[src/rtl/tile_fetch_ctrl_if.sv]
// DMA request/read channel and operand-buffer write channel of the tile fetch controller.
// The master side is the controller; the slave side is the DMA engine plus operand buffers.
interface tile_fetch_ctrl_if #(
   parameter int SIZE   = 16,
   parameter int ELEM_W = 8,
   parameter int DATA_W = 64,
   parameter int ADDR_W = 32
);
   localparam int BEATS = SIZE * ELEM_W / DATA_W;
   localparam int RW    = $clog2(SIZE);
   localparam int BW    = (BEATS > 1) ? $clog2(BEATS) : 1;

   logic              dma_req;
   logic [ADDR_W-1:0] dma_addr;
   logic [7:0]        dma_len;
   logic              dma_ack;
   logic              dma_rvalid;
   logic [DATA_W-1:0] dma_rdata;
   logic              buf_valid;
   logic              buf_sel;
   logic [RW-1:0]     buf_row;
   logic [BW-1:0]     buf_beat;
   logic [DATA_W-1:0] buf_data;

   modport master (
      output dma_req, dma_addr, dma_len, buf_valid, buf_sel, buf_row, buf_beat, buf_data,
      input  dma_ack, dma_rvalid, dma_rdata
   );

   modport slave (
      input  dma_req, dma_addr, dma_len, buf_valid, buf_sel, buf_row, buf_beat, buf_data,
      output dma_ack, dma_rvalid, dma_rdata
   );
endinterface

[src/rtl/tile_fetch_ctrl.sv]
// Tiled matmul operand fetch: walks mb/nb/kb tiles, requests one DMA transfer per in-range
// tile row (A then B per k-step), masks out-of-range elements and synthesises zero rows.
module tile_fetch_ctrl #(
   parameter int SIZE   = 16,
   parameter int ELEM_W = 8,
   parameter int DATA_W = 64,
   parameter int ADDR_W = 32
) (
   input  logic              clk,
   input  logic              rstn,
   input  logic              start,
   input  logic [ADDR_W-1:0] addr_base_a,
   input  logic [ADDR_W-1:0] addr_base_b,
   input  logic [ADDR_W-1:0] stride_a,
   input  logic [ADDR_W-1:0] stride_b,
   input  logic [15:0]       m,
   input  logic [15:0]       k,
   input  logic [15:0]       n,
   output logic              busy,
   output logic              done,
   output logic              tile_done,
   tile_fetch_ctrl_if.master bus
);
   localparam int EPB   = DATA_W / ELEM_W;
   localparam int BEATS = SIZE * ELEM_W / DATA_W;
   localparam int RW    = $clog2(SIZE);
   localparam int BW    = (BEATS > 1) ? $clog2(BEATS) : 1;
   localparam int CW    = 17;
   localparam int XW    = ADDR_W + 8;

   typedef enum logic [2:0] {IDLE, ROW_SEL, REQ, DATA, ZERO, ADV} state_t;
   state_t state, state_d;

   logic [ADDR_W-1:0] base_a_q, base_b_q, stride_a_q, stride_b_q, addr_q, row_addr;
   logic [CW-1:0]     m_q, k_q, n_q, mb, nb, kb;
   logic [CW-1:0]     ri, cb, row_lim, col_lim, col0, mb_nx, nb_nx, kb_nx;
   logic              sel, done_q, tile_done_q;
   logic [RW-1:0]     row;
   logic [BW-1:0]     beat;
   logic              beat_last, row_last, kb_wrap, nb_wrap, mb_wrap, zero_dim;
   logic [DATA_W-1:0] masked;

   assign zero_dim = (m == '0) || (k == '0) || (n == '0);

   always_comb begin
      ri       = sel ? kb + CW'(row) : mb + CW'(row);
      cb       = sel ? nb : kb;
      row_lim  = sel ? k_q : m_q;
      col_lim  = sel ? n_q : k_q;
      row_addr = (sel ? base_b_q : base_a_q)
               + ADDR_W'(ri) * (sel ? stride_b_q : stride_a_q)
               + ADDR_W'((XW'(cb) * XW'(ELEM_W)) >> 3);
      // element columns of the current beat; anything past the column limit reads as zero
      col0     = cb + CW'(beat) * CW'(EPB);
      masked   = bus.dma_rdata;
      for (int unsigned e = 0; e < EPB; e++) begin
         if (col0 + CW'(e) >= col_lim) masked[e*ELEM_W +: ELEM_W] = '0;
      end
      beat_last = (beat == BW'(BEATS - 1));
      row_last  = (row == RW'(SIZE - 1));
      kb_nx     = kb + CW'(SIZE);
      nb_nx     = nb + CW'(SIZE);
      mb_nx     = mb + CW'(SIZE);
      kb_wrap   = (kb_nx >= k_q);
      nb_wrap   = (nb_nx >= n_q);
      mb_wrap   = (mb_nx >= m_q);
   end

   always_ff @(posedge clk or negedge rstn) begin
      if (!rstn) state <= IDLE;
      else       state <= state_d;
   end

   always_comb begin
      state_d       = state;
      bus.dma_req   = 1'b0;
      bus.buf_valid = 1'b0;
      bus.buf_data  = '0;
      case (state)
         IDLE:    if (start && !zero_dim) state_d = ROW_SEL;
         ROW_SEL: state_d = (ri >= row_lim) ? ZERO : REQ;
         REQ: begin
            bus.dma_req = 1'b1;
            if (bus.dma_ack) state_d = DATA;
         end
         DATA: begin
            if (bus.dma_rvalid) begin
               bus.buf_valid = 1'b1;
               bus.buf_data  = masked;
               if (beat_last) state_d = ADV;
            end
         end
         ZERO: begin
            bus.buf_valid = 1'b1;
            if (beat_last) state_d = ADV;
         end
         ADV:     state_d = (row_last && sel && kb_wrap && nb_wrap && mb_wrap) ? IDLE : ROW_SEL;
         default: state_d = IDLE;
      endcase
   end

   always_ff @(posedge clk or negedge rstn) begin
      if (!rstn) begin
         base_a_q <= '0; base_b_q <= '0; stride_a_q <= '0; stride_b_q <= '0;
         m_q <= '0; k_q <= '0; n_q <= '0;
         mb <= '0; nb <= '0; kb <= '0; sel <= 1'b0; row <= '0; beat <= '0;
         addr_q <= '0; done_q <= 1'b0; tile_done_q <= 1'b0;
      end else begin
         done_q      <= 1'b0;
         tile_done_q <= 1'b0;
         case (state)
            IDLE: begin
               if (start) begin
                  base_a_q <= addr_base_a; base_b_q <= addr_base_b;
                  stride_a_q <= stride_a; stride_b_q <= stride_b;
                  m_q <= {1'b0, m}; k_q <= {1'b0, k}; n_q <= {1'b0, n};
                  mb <= '0; nb <= '0; kb <= '0; sel <= 1'b0; row <= '0; beat <= '0;
                  if (zero_dim) done_q <= 1'b1;
               end
            end
            ROW_SEL: begin
               addr_q <= row_addr;
               beat   <= '0;
            end
            DATA:    if (bus.dma_rvalid) beat <= beat_last ? '0 : beat + 1'b1;
            ZERO:    beat <= beat_last ? '0 : beat + 1'b1;
            ADV: begin
               // nested wrap: row -> operand -> kb -> nb -> mb
               row <= row + 1'b1;
               if (row_last) begin
                  sel <= ~sel;
                  if (sel) begin
                     kb <= kb_wrap ? '0 : kb_nx;
                     if (kb_wrap) begin
                        tile_done_q <= 1'b1;
                        nb <= nb_wrap ? '0 : nb_nx;
                        if (nb_wrap) begin
                           mb <= mb_wrap ? '0 : mb_nx;
                           if (mb_wrap) done_q <= 1'b1;
                        end
                     end
                  end
               end
            end
            default: ;
         endcase
      end
   end

   assign busy         = (state != IDLE);
   assign done         = done_q;
   assign tile_done    = tile_done_q;
   assign bus.dma_addr = addr_q;
   assign bus.dma_len  = 8'(BEATS);
   assign bus.buf_sel  = sel;
   assign bus.buf_row  = row;
   assign bus.buf_beat = beat;
endmodule

[src/flat_wrapper.sv]
// flat-port wrapper written by rule: the top's interface ports become plain ports
module tile_fetch_ctrl_flat 
#(
   parameter int SIZE   = 16,
   parameter int ELEM_W = 8,
   parameter int DATA_W = 64,
   parameter int ADDR_W = 32
)
  (clk, rstn, start, addr_base_a, addr_base_b, stride_a, stride_b, m, k, n, busy, done, tile_done, bus_dma_req, bus_dma_addr, bus_dma_len, bus_buf_valid, bus_buf_sel, bus_buf_row, bus_buf_beat, bus_buf_data, bus_dma_ack, bus_dma_rvalid, bus_dma_rdata);
  tile_fetch_ctrl_if #(.SIZE(SIZE), .ELEM_W(ELEM_W), .DATA_W(DATA_W), .ADDR_W(ADDR_W)) bus_i ();
  input  logic clk;
  input  logic rstn;
  input  logic start;
  input  logic [ADDR_W-1:0] addr_base_a;
  input  logic [ADDR_W-1:0] addr_base_b;
  input  logic [ADDR_W-1:0] stride_a;
  input  logic [ADDR_W-1:0] stride_b;
  input  logic [15:0] m;
  input  logic [15:0] k;
  input  logic [15:0] n;
  output logic busy;
  output logic done;
  output logic tile_done;
  output wire logic [$bits(bus_i.dma_req)-1:0] bus_dma_req;
  output wire logic [$bits(bus_i.dma_addr)-1:0] bus_dma_addr;
  output wire logic [$bits(bus_i.dma_len)-1:0] bus_dma_len;
  output wire logic [$bits(bus_i.buf_valid)-1:0] bus_buf_valid;
  output wire logic [$bits(bus_i.buf_sel)-1:0] bus_buf_sel;
  output wire logic [$bits(bus_i.buf_row)-1:0] bus_buf_row;
  output wire logic [$bits(bus_i.buf_beat)-1:0] bus_buf_beat;
  output wire logic [$bits(bus_i.buf_data)-1:0] bus_buf_data;
  input wire logic [$bits(bus_i.dma_ack)-1:0] bus_dma_ack;
  input wire logic [$bits(bus_i.dma_rvalid)-1:0] bus_dma_rvalid;
  input wire logic [$bits(bus_i.dma_rdata)-1:0] bus_dma_rdata;
  assign bus_dma_req = bus_i.dma_req;
  assign bus_dma_addr = bus_i.dma_addr;
  assign bus_dma_len = bus_i.dma_len;
  assign bus_buf_valid = bus_i.buf_valid;
  assign bus_buf_sel = bus_i.buf_sel;
  assign bus_buf_row = bus_i.buf_row;
  assign bus_buf_beat = bus_i.buf_beat;
  assign bus_buf_data = bus_i.buf_data;
  assign bus_i.dma_ack = bus_dma_ack;
  assign bus_i.dma_rvalid = bus_dma_rvalid;
  assign bus_i.dma_rdata = bus_dma_rdata;
  tile_fetch_ctrl #(.SIZE(SIZE), .ELEM_W(ELEM_W), .DATA_W(DATA_W), .ADDR_W(ADDR_W)) u_core (.clk(clk), .rstn(rstn), .start(start), .addr_base_a(addr_base_a), .addr_base_b(addr_base_b), .stride_a(stride_a), .stride_b(stride_b), .m(m), .k(k), .n(n), .busy(busy), .done(done), .tile_done(tile_done), .bus(bus_i));
endmodule
[config.mk]
export PLATFORM = sky130hd
export DESIGN_NAME = tile_fetch_ctrl_flat
export DESIGN_NICKNAME = d
export VERILOG_FILES = /design/src/rtl/tile_fetch_ctrl_if.sv /design/src/rtl/tile_fetch_ctrl.sv /design/src/flat_wrapper.sv
export SDC_FILE = /design/constraint.sdc
export NUM_CORES = 2
export LEC_CHECK = 0
export BUFFER_PORTS_ARGS = -buffer_cell sky130_fd_sc_hd__buf_2
export CORE_MARGIN = 4
export CORE_UTILIZATION = 32
export DETAILED_ROUTE_END_ITERATION = 12
export RECOVER_POWER = 25
export SLEW_MARGIN = 10
export SYNTH_ARGS = -nofsm -noshare
export SYNTH_HDL_FRONTEND = slang
export SYNTH_SLANG_ARGS = --single-unit
[constraint.sdc]
create_clock -name clk -period 9.7 [get_ports clk]
set_input_delay 2.91 -clock clk [delete_from_list [all_inputs] [get_ports clk]]
set_output_delay 2.91 -clock clk [all_outputs]
set_load 0.02 [all_outputs]
==> flow_summary.json <==
{
  "outcome": "finished with violations",
  "violations": "max-capacitance violations, max-slew violations",
  "async_flop_share_pct": 100,
  "routed_wl_microns": 87500,
  "path_max_fanout": 51,
  "slew_violations": 102,
  "syn_area_sq_mm": 0.0287,
  "drtIter0Drc": 1528,
  "cts_resized": 0,
  "period_share_pct": 89.1,
  "fp.dieArea_sq_mm": 0.0946,
  "cts_max_level": 2,
  "finalSetupViolCount": 0,
  "ys_seq_area_share_pct": 22.5,
  "clk_latency_ps": 590,
  "dr_total_vias": 22065,
  "synthTopCellsByArea": "fa_1 (25%), dfrtp_1 (22%), mux2_2 (8.2%), ha_1 (8.0%), inv_1 (7.2%)",
  "synth.avg_cell_area_sq_um": 9.45,
  "clkTransAtPathRegs_ps": 60,
  "core_sq_mm": 0.0888,
  "ioPinCount": 360,
  "arrival_ps": 5730,
  "p_leak_uw": 0.0163,
  "layout_commonest_cell": "inv_1",
  "cp-end-kind": "output pin",
  "synthCells": 3039,
  "synth_cell_types": 79,
  "grt_pass1_wl_microns": 134000,
  "fmax_ghz": 0.116,
  "finalSetupTns_ps": 0,
  "hpwl_microns": 70700,
  "antenna_found_initial": 11,
  "drive_gt1_share_pct": 20.1,
  "nFillCells": 8982,
  "grt_pass1_vias": 22435,
  "num_rows": 109,
  "synth_warnings": 0,
  "firstDrtPassIters": 7,
  "synth_ff_type": "dfrtp_1",
  "io_buffer_count": 351,
  "cp.buffers_inverters": 4,
  "gr-usage-all-layers_pct": 18.3,
  "cap_violations": 2,
  "maxSlewHeadroom_pct": -231,
  "cts_tree": "yes",
  "ant_nets": 0,
  "crit_family": "simple AND/OR/NAND/NOR gates",
  "cts_sinks": 258,
  "path_cells": "buf_4 > o21a_1 > inv_1 > ha_1 > ha_1 > o21a_1 > nor2_1 > inv_1 > a21oi_1 > o21ai_0 > a21o_1 > a221oi_1 > nor3_1 > nor3_1 > and2_1 > buf_2",
  "final_cell_mix": "inv_1 (549), nand2_1 (424), fa_1 (362)",
  "die_h_microns": 308,
  "cts_buffers": 35,
  "slowest_stage": "dfrtp_4",
  "worst_pin_slew_ps": 4960,
  "crit_type": "flip-flop to output pin",
  "ctsHoldBuffers": 0,
  "synth_seq_cells": 258,
  "timing.final.crit_period_ps": 8640,
  "gp_congestion": 0.902,
  "worstHoldPathType": "flip-flop to flip-flop",
  "cts_buffer_depth": 3,
  "rsz0062_at_grt": "false",
  "peakVddDrop_mv": 0.297,
  "drc_errors": 0,
  "floorplan.initialDensity_pct": 32.4,
  "cts_root_buf": "clkbuf_16",
  "area_growth_pct": 14.4,
  "grt-ovfl-total": 0,
  "hold_viol": 0,
  "die_w_microns": 308,
  "cts_setup_buffers": 0,
  "grt_max_degree": 120,
  "fin_util_pct": 37.0,
  "nets": 4120,
  "synth_edf_count": 0,
  "yosysTopAreaCellShare_pct": 25.2,
  "power.density_mw_per_mm2": 380,
  "synth_top_area_cell": "fa_1",
  "start_kind": "flip-flop",
  "clock_skew_ps": 52.2,
  "routedWlPerCell_microns": 19.3,
  "viasPerCell": 4.87,
  "cp.required_ps": 6790,
  "max_stage_delay_ps": 1010
}
-- sequential cells by signal (all words and copies together) (netlist names), 3 cells and up --
| signal | cells |
|---|---|
| u_core.base_a_q | 32 |
| u_core.base_b_q | 32 |
| u_core.bus.dma_addr | 32 |
| u_core.stride_a_q | 32 |
| u_core.stride_b_q | 32 |
| u_core.k_q | 16 |
| u_core.m_q | 16 |
| u_core.n_q | 16 |
| u_core.kb | 13 |
| u_core.mb | 13 |
| u_core.nb | 13 |
| u_core.bus.buf_row | 4 |
| u_core.state | 3 |
-- Yosys cell counts (all sizes together) (50+ instances only) --
library cell and count:
ha 183, dfrtp 258, clkbuf 104, fa 362
mux2i 90, o21ai 119, a21oi 50, and2 80
inv 553, mux2 208, nand2 425, xnor2 65
nor2 136
-- through the flow --
| step | area (sq um) | cells | hold slack (ps) | power (uW) | setup WS, ps |
|---|---|---|---|---|---|
| 2_1_floorplan | 28800 | 3049 | 475 | 8450 | 1960 |
| 3_3_place_gp | 31700 | 4458 | 457 | 11000 | 1600 |
| 3_5_place_dp | 31700 | 4458 | 466 | 11100 | 1510 |
| 4_1_cts | 32900 | 4522 | 478 | 12600 | 1080 |
| 5_1_grt | 32900 | 4524 | 488 | 13900 | 767 |
| 6_report | 32900 | 4528 | 471 | 12500 | 1060 |
-- worst reg2reg max path: cells and delay by family (launching register included) --
family / cells / cell delay, ps
buf+inv: 9 / 1370
flops: 1 / 1010
mux: 1 / 390
compound gates: 6 / 940
fa+ha+maj: 7 / 3420
simple gates: 3 / 330
xor+xnor: 2 / 660
-- worst paths after layout --
check / startpoint / to / slack (ps) / depth (start not counted)
max: u_core.bus.buf_sel$_DFFE_PN0P_ / bus_buf_data[59] / 1060 / 16
min: u_core.bus.dma_addr[23]$_DFFE_PN0N_ / u_core.bus.dma_addr[23]$_DFFE_PN0N_ / 470 / 2
max reg2reg: u_core.bus.buf_sel$_DFFE_PN0P_ / u_core.bus.dma_addr[30]$_DFFE_PN0N_ / 1400 / 28
min reg2reg: u_core.bus.dma_addr[23]$_DFFE_PN0N_ / u_core.bus.dma_addr[23]$_DFFE_PN0N_ / 470 / 2
max in group asynchronous: rstn / u_core.stride_a_q[12]$_DFFE_PN0P_ / 2760 / 1
min in group asynchronous: rstn / u_core.base_b_q[29]$_DFFE_PN0P_ / 4140 / 1
-- metal layers --
metal	wire length, microns	global-route usage (%)	part of all wire [%]	vias up
li1	-	-	-	10225
met1	39100	25.4	45	11025
met2	39700	28.8	45	679
met3	6510	4.54	7.4	128
met4	2180	4.60	2.5	8
met5	50	0	0.057	-
-- logic make-up after synthesis --
group,share of synthesized area [%]
fa+ha+maj,33.2
buf+inv,9.36
mux,11.4
flops,22.5
xor+xnor,3.41
compound gates,7.06
other cells,0.0261
simple gates,13.1
-- report_power, final --
| part | internal (uW) | switching (uW) |
|---|---|---|
| combinational | 3640 | 5500 |
| sequential | 1570 | 404 |
| clock | 822 | 553 |
| total | 6020 | 6460 |
-- cell type report --
cell class	instances	area, sq um	share of cell area (%)
antenna	6	15.0	0.0457
clock buffer	47	1010	3.08
clock inverter	17	216	0.658
inverter	553	2080	6.31
multi-input combinational	2099	19600	59.7
sequential	258	6460	19.7
tap	1165	1460	4.43
timing repair buffer	383	2010	6.10
No activity file was read; power rests on OpenSTA's default activity.
